File: src/rtl/uart_tx_stim.sv
// UART serializer stimulus source: bytes enter a small FIFO over valid/ready and
// leave as LSB-first frames (start, 8 data, optional parity, 1 or 2 stops).
module uart_tx_stim #(
    parameter int CLK_DIV    = 32,
    parameter int FIFO_DEPTH = 4,
    parameter int PARITY_EN  = 0,
    parameter int PARITY_ODD = 0,
    parameter int STOP_BITS  = 1
) (
    input  logic                          clk,
    input  logic                          rst,
    input  logic [7:0]                    data_i,
    input  logic                          valid_i,
    output logic                          ready_o,
    output logic                          uart_tx_o,
    output logic                          busy_o,
    output logic                          byte_done_o,
    output logic [$clog2(FIFO_DEPTH):0]   fifo_level_o
);

    localparam int PW = $clog2(FIFO_DEPTH);
    localparam int LW = PW + 1;
    localparam int BW = (CLK_DIV > 2) ? $clog2(CLK_DIV) : 1;
    localparam logic [BW-1:0] BAUD_LAST = BW'(CLK_DIV - 1);
    localparam logic [BW-1:0] BAUD_PRE  = BW'(CLK_DIV - 2);
    localparam logic [2:0]    STOP_LAST = 3'(STOP_BITS - 1);

    typedef enum logic [2:0] {
        S_IDLE,
        S_START,
        S_DATA,
        S_PARITY,
        S_STOP
    } state_e;

    state_e          state_q, state_d;
    logic [BW-1:0]   baud_q, baud_d;
    logic [2:0]      bit_q, bit_d;
    logic [7:0]      shift_q, shift_d;
    logic            par_q, par_d;
    logic            tx_q, tx_d;
    logic            busy_q, busy_d;
    logic            done_q, done_d;
    logic [PW-1:0]   wr_ptr_q, wr_ptr_d;
    logic [PW-1:0]   rd_ptr_q, rd_ptr_d;
    logic [LW-1:0]   level_q, level_d;
    logic [7:0]      mem_q [FIFO_DEPTH];

    logic push, pop, bit_end;

    // Readiness comes from the registered level only, so a full FIFO never
    // accepts in the same cycle it pops.
    assign ready_o = !rst && (level_q != LW'(FIFO_DEPTH));
    assign push    = valid_i && ready_o;
    assign bit_end = (baud_q == BAUD_LAST);

    always_comb begin
        // NOTE: every always_comb output gets a default first so no path leaves it unassigned (no latches).
        state_d = state_q;
        bit_d   = bit_q;
        shift_d = shift_q;
        par_d   = par_q;
        done_d  = 1'b0;
        pop     = 1'b0;
        baud_d  = (state_q == S_IDLE || bit_end) ? '0 : baud_q + BW'(1);

        unique case (state_q)
            S_IDLE: begin
                if (level_q != '0) pop = 1'b1;
            end
            S_START: begin
                if (bit_end) begin
                    state_d = S_DATA;
                    bit_d   = '0;
                end
            end
            S_DATA: begin
                if (bit_end) begin
                    shift_d = shift_q >> 1;
                    if (bit_q == 3'd7) begin
                        bit_d   = '0;
                        state_d = (PARITY_EN != 0) ? S_PARITY : S_STOP;
                    end else begin
                        bit_d = bit_q + 3'd1;
                    end
                end
            end
            S_PARITY: begin
                if (bit_end) begin
                    state_d = S_STOP;
                    bit_d   = '0;
                end
            end
            S_STOP: begin
                // Pulse is registered, so it is raised one cycle early to land on the final stop cycle.
                if (bit_q == STOP_LAST && baud_q == BAUD_PRE) done_d = 1'b1;
                if (bit_end) begin
                    if (bit_q == STOP_LAST) begin
                        if (level_q != '0) pop = 1'b1;
                        else state_d = S_IDLE;
                    end else begin
                        bit_d = bit_q + 3'd1;
                    end
                end
            end
            default: state_d = S_IDLE;
        endcase

        if (pop) begin
            state_d = S_START;
            shift_d = mem_q[rd_ptr_q];
            par_d   = (^mem_q[rd_ptr_q]) ^ 1'(PARITY_ODD);
            baud_d  = '0;
        end

        wr_ptr_d = push ? wr_ptr_q + PW'(1) : wr_ptr_q;
        rd_ptr_d = pop  ? rd_ptr_q + PW'(1) : rd_ptr_q;
        level_d  = level_q + LW'(push) - LW'(pop);

        unique case (state_d)
            S_START:  tx_d = 1'b0;
            S_DATA:   tx_d = shift_d[0];
            S_PARITY: tx_d = par_d;
            default:  tx_d = 1'b1;
        endcase

        busy_d = (state_d != S_IDLE) || (level_d != '0);
    end

    // NOTE: sequential state uses non-blocking assignments only, so every flop samples pre-edge values.
    always_ff @(posedge clk) begin
        if (rst) begin
            state_q  <= S_IDLE;
            baud_q   <= '0;
            bit_q    <= '0;
            shift_q  <= '0;
            par_q    <= 1'b0;
            tx_q     <= 1'b1;
            busy_q   <= 1'b0;
            done_q   <= 1'b0;
            wr_ptr_q <= '0;
            rd_ptr_q <= '0;
            level_q  <= '0;
        end else begin
            state_q  <= state_d;
            baud_q   <= baud_d;
            bit_q    <= bit_d;
            shift_q  <= shift_d;
            par_q    <= par_d;
            tx_q     <= tx_d;
            busy_q   <= busy_d;
            done_q   <= done_d;
            wr_ptr_q <= wr_ptr_d;
            rd_ptr_q <= rd_ptr_d;
            level_q  <= level_d;
        end
    end

    // NOTE: FIFO storage has no reset; the cleared level/pointers make stale entries unreachable.
    always_ff @(posedge clk) begin
        if (push) mem_q[wr_ptr_q] <= data_i;
    end

    assign uart_tx_o    = tx_q;
    assign busy_o       = busy_q;
    assign byte_done_o  = done_q;
    assign fifo_level_o = level_q;

endmodule

File: config.mk
export PLATFORM = sky130hd
export DESIGN_NAME = uart_tx_stim
export DESIGN_NICKNAME = d
export VERILOG_FILES = /design/src/rtl/uart_tx_stim.sv
export SDC_FILE = /design/constraint.sdc
export NUM_CORES = 1
export LEC_CHECK = 0
export CORE_MARGIN = 2
export CORE_UTILIZATION = 35
export CTS_BUF_LIST = sky130_fd_sc_hd__clkbuf_4 sky130_fd_sc_hd__clkbuf_8 sky130_fd_sc_hd__clkbuf_16
export DETAILED_ROUTE_END_ITERATION = 16
export GPL_TIMING_DRIVEN = 0
export RECOVER_POWER = 100
export SETUP_SLACK_MARGIN = 0.2
export SLEW_MARGIN = 10
export SYNTH_ARGS = -nofsm -noshare
export SYNTH_HDL_FRONTEND = slang
export SYNTH_SLANG_ARGS = --single-unit
File: constraint.sdc
create_clock -name clk -period 3.5 [get_ports clk]
set_input_delay 0.35 -clock clk [delete_from_list [all_inputs] [get_ports clk]]
set_output_delay 0.35 -clock clk [all_outputs]
set_load 0.01 [all_outputs]
# == Yosys cells after proc, flatten, opt, wreduce, memory -nomap -nowiden ==
# Memory sizes are Yosys's and may differ from the RTL's. A register that Yosys moved wholly into a read port is not among the register bits.
# Index checks and enable logic that the tools add are counted.
# Widths: inputs -> output; s select.
# word_totals
register_bits,30
ramBits,32
elab_cells,84
mem_count,1
# op_classes
add_sub_neg,6
eq_ne,15
mux,29
n_bitwise,1
reduce_logical,20
# mem_list
memory,words,word_bits,rd,rd_ports_with_merged_regs,write_ports,line_no,source
mem_q,4,8,1,1,1,47,logic [7:0] mem_q [FIFO_DEPTH];
# ops
op,n
$mux 3,13
$mux 8,3
$pmux 3 s5,1
$eq 3x2->1 const B,4
$reduce_bool 3->1,4
$eq 5x5->1 const B,2
$pmux 3 s3,1
$reduce_xor 8->1,1
$mux 1,7
$eq 3x1->1 const B,2
$eq 3x3->1 const B,2
$logic_not 3->1,2
$ne 2x2->1 const B,3
$add 5x1->5 const B,1
$reduce_and 5->1,1
$add 2x1->2 const B,2
$mux 2,2
$reduce_bool 2->1,2
$reduce_or 2->1,2
$add 3x1->3,1
$add 3x1->3 const B,1
$logic_and 1x1->1,3
$ne 3x3->1 const B,1
$pmux 1 s3,1
8 further kinds,9

# == Longest topological paths before layout ==
# Gate-level depths: netlist (run 1).
# depth
depth_word,8
ltp_mapped,16
mapped_depth_nobuf,14

# == Least setup slack after synthesis (run 1) ==
# Ideal clock, no wire load.
# synth_path
kind,flip-flop to flip-flop
startpoint,register baud_q[0]
endpoint,"register busy_q, in the netlist busy_o"
setup_ns,0.136
arrival_time_ns,3.199
required_ns,3.364
path_slack_ns,0.165
stages_incl_launch_ff,17
n_path_buf,2
synth_period_minus_slack_ns,3.335
path_cell_list,dfxtp_1 > ha_1 > and3_1 > ha_1 > nand3b_1 > a2111oi_2 > buf_4 > buf_4 > ha_1 > inv_1 > ha_1 > inv_1 > fa_1 > xor2_1 > xnor2_1 > and4b_1 > a31oi_1
# synth_via
elab_chain_len,6
elab_cells_between_ends,13
classes_between,1 x add/sub; 1 x eq/ne; 8 x mux; 3 x reduce/logical
# synth_lines
element,line_no,source
start: declaration,37,"logic [BW-1:0] baud_q, baud_d;"
start signal: assignment,146,baud_q <= baud_d;
$eq 5x5->1 *,55,assign bit_end = (baud_q == BAUD_LAST);
$mux 1 (tied with other cells),97,if (bit_end) begin
$pmux 1 s2 or $pmux 3 s5 (tied branches),67,unique case (state_q)
$sub 3x1->3 or $mux 3 (tied branches),"118, 109",
$reduce_bool 3->1,127,busy_d = (state_d != S_IDLE) || (level_d != '0);
$logic_or 1x1->1 *,127,
end signal: assignment,151,busy_q <= busy_d;
end: declaration,42,"logic busy_q, busy_d;"
# Every way passes the cells marked *; elsewhere a longest branch is shown, timed or not.
# A chain may end at the register's enable or synchronous reset.

# == Worst setup path after layout (run 1) ==
# Ends and elaborated chain as after synthesis.

==> results.ini, run 1 <==
[clock_network]
cts_buffers = 9
clock_sinks = 64
clock_path_buffers = 2
cts_tree = yes
cts_htree_levels = 3
root_buffer = clkbuf_8
clock_latency_ns = 0.35
postCtsHoldBufs = 0
clkTransAtPathRegs_ns = 0.08

[die]
io_pins = 18
core_area_um2 = 7770
die_w_um = 93.6
die_area_um2 = 8760
rows = 32
dieHeight_um = 93.6
initial_utilization_pct = 36.2

[logic_synthesis]
yosys.area.top_type_share_pct = 34.2
syn_inst = 222
synthDistinctLibCells = 44
yosys-top-cells-area = edfxtp_1 34%, dfxtp_1 23%, mux4_2 6.4%
synth-edff-count = 32
yosysSeqAreaShare_pct = 57.0
synth_area_um2 = 2810
yosysWarnings = 0
async_flop_share_pct = 0
syn_nets = 247
ys.flop_type = edfxtp_1
synth_top_area_cell = edfxtp_1
ys_ff_latch = 64
synth_area_per_cell_um2 = 12.7
synth_common_cells = 32 x dfxtp_1, 32 x edfxtp_1, 28 x nor2_1

[power_and_ir_drop]
power_density_nw_per_um2 = 707
p_leak_nw = 1.23
p_total_w = 0.00240
irDropWorstVdd_v = 0.000323

[placed_design]
placed_cells = 341
place_congestion = 0.737
dp_hpwl_um = 3280
placed_cell_area_um2 = 3120
io_buffers = 17

[sta]
slew_viol_final = 0
hold_viol = 0
max_slew_margin_pct = 65.9
fmax_mhz = 319
worstMarginPinSlew_ns = 0.512
finalSetupViolCount = 0
post-route-min-period_ns = 3.13
period_share_pct = 89.5
fin_skew_ns = 0.0111
grt_setup_unrepaired = no

[final_layout]
syn_to_final_growth_pct = 20.7
fin_util_pct = 43.7
insertedDiodeCount = 0
drive_above_1_share_pct = 19.1
fin_cells = 369
layout.nets = 287
finish.instance_area_um2 = 3390

[grt]
grt_max_degree = 13
antenna_found_initial = 0
overflow = 0
grt_pass1_wl_um = 8230
gr-usage-all-layers_pct = 12.4
first_global_vias = 1735

[critical_path]
cp_slowest_stage_delay_ns = 0.37
path_max_fanout = 3
worst-setup-path-type = flip-flop to flip-flop
end_kind = flip-flop
cp-start-kind = flip-flop
cp.arrival_ns = 3.35
cpMostUsedCell = ha_1
crit_slowest_cell = a2111oi_4
path_cells = ha_1 -> and3_4 -> ha_4 -> nand3b_1 -> a2111oi_4 -> buf_6 -> buf_8 -> ha_1 -> inv_1 -> ha_1 -> inv_1 -> fa_2 -> xor2_1 -> xnor2_1 -> and4b_1 -> a31oi_1
cp_top_family = adder cells
path_buf_inv = 4
cp.required_ns = 3.72

[route]
via_count = 1719
first_pass_iters = 4
ant_nets = 0
post-route-drc-count = 0
wl_per_cell_um = 13.1
via_per_inst = 4.66
drt-initial-drc-count = 134
totalWireLength_um = 4850

[job]
maxCapViolations = 0

[worst_hold_path]
holdCritPathClass = flip-flop to flip-flop

[run_status]
status = completed

[routing by layer]
| metal | vias up | track usage, % | share of wire, % |
|---|---|---|---|
| met2 | 35 | 20.6 | 50 |
| li1 | 872 | - | - |
| met1 | 804 | 15.0 | 45 |
| met3 | 8 | 4.59 | 4.0 |
| met4 | 0 | 3.99 | 1.2 |
| met5 | - | 0 | 0 |
[where the power goes]
group,internal [W],leakage [nW],switching [W]
logic,0.000476,0.598,0.000415
registers,0.000897,0.552,0.0000522
clock network,0.000255,0.0753,0.000302
total,0.00163,1.23,0.000769
[repair_timing]
item,4_1_cts,5_1_grt
pin swaps,4,3
setup endpoints to repair,2,2
setup buffers,7,5
cloned,0,0
gates resized for setup,8,2
[final cells by class]
type                            instances  area, um2
Clock inverter                          7       47.5
Clock buffer                            9        124
Inverter                               11       41.3
Timing Repair Buffer                   29        253
Tap cell                              102        128
Buffer                                 10       88.8
Sequential cell                        64       1600
Fill cell                             754       4380
Multi-Input combinational cell        137       1110
[kinds of logic after synthesis]
group                      synth area share (%)
DFF                                        57.0
AOI/OAI and AO/OA                          7.35
adders and majority gates                  6.50
xor gates and xnor gates                   4.36
muxes                                      7.84
buffers and inverters                      4.59
and+or+nand+nor                            12.4
[cell usage in the layout (no fill, tap or decap), types with 3 or more instances in the layout]
cell,instances
inv_1,11
buf_4,11
clkbuf_1,4
a22oi_1,4
nand2_1,11
clkbuf_8,9
mux2i_1,4
nor2_1,28
and3_1,5
dlygate4sd3_1,15
mux4_2,8
clkinvlp_4,4
edfxtp_1,32
nand3b_1,3
buf_6,3
dfxtp_1,32
ha_1,12
xnor2_1,11
a21oi_1,14
xor2_1,3
[registers in the layout, summed over array words and instances (netlist names), 2 cells and up, named ones only]
name / flops
wr_ptr_q: 2
baud_q: 5
fifo_level_o: 3
mem_q: 32
rd_ptr_q: 2
bit_q: 3
state_q: 3
shift_q: 8
[tightest hold or removal path, stage by stage (launching register included)]
cell and delay [ns]:
dfxtp_1 0.31, nand2_1 0.05, a21oi_1 0.06
[path summary, 6_finish.rpt]
check,start,endpoint,slack [ns],depth (start not counted)
setup reg to reg,baud_q[0],busy_o,0.37,16
setup / recovery,baud_q[0],busy_o,0.37,16
hold reg to reg,shift_q[6],shift_q[6],0.46,2
hold / removal,shift_q[6],shift_q[6],0.46,2
[through the flow]
stage	TNS (ns)	hold WS, ns	setup slack [ns]
finish	0	0.464	0.368
global route	0	0.493	0.138
CTS	0	0.467	0.219
detailed placement	-0.0700	0.454	-0.0700
global placement	-0.0420	0.446	-0.0420
floorplan	0	0.430	0.252
(Power assumes the default switching activity.)
==> inputs of run 2 (changes only) <==
--- a/config.mk
+++ b/config.mk
@@ -8,6 +8,7 @@
 export CORE_MARGIN = 2
 export CORE_UTILIZATION = 35
 export CTS_BUF_LIST = sky130_fd_sc_hd__clkbuf_4 sky130_fd_sc_hd__clkbuf_8 sky130_fd_sc_hd__clkbuf_16
+export CTS_CLUSTER_DIAMETER = 80
 export DETAILED_ROUTE_END_ITERATION = 16
 export GPL_TIMING_DRIVEN = 0
 export RECOVER_POWER = 100
==> results of run 2 <==
Final layout, timing and power as in run 1 (identical DEF).
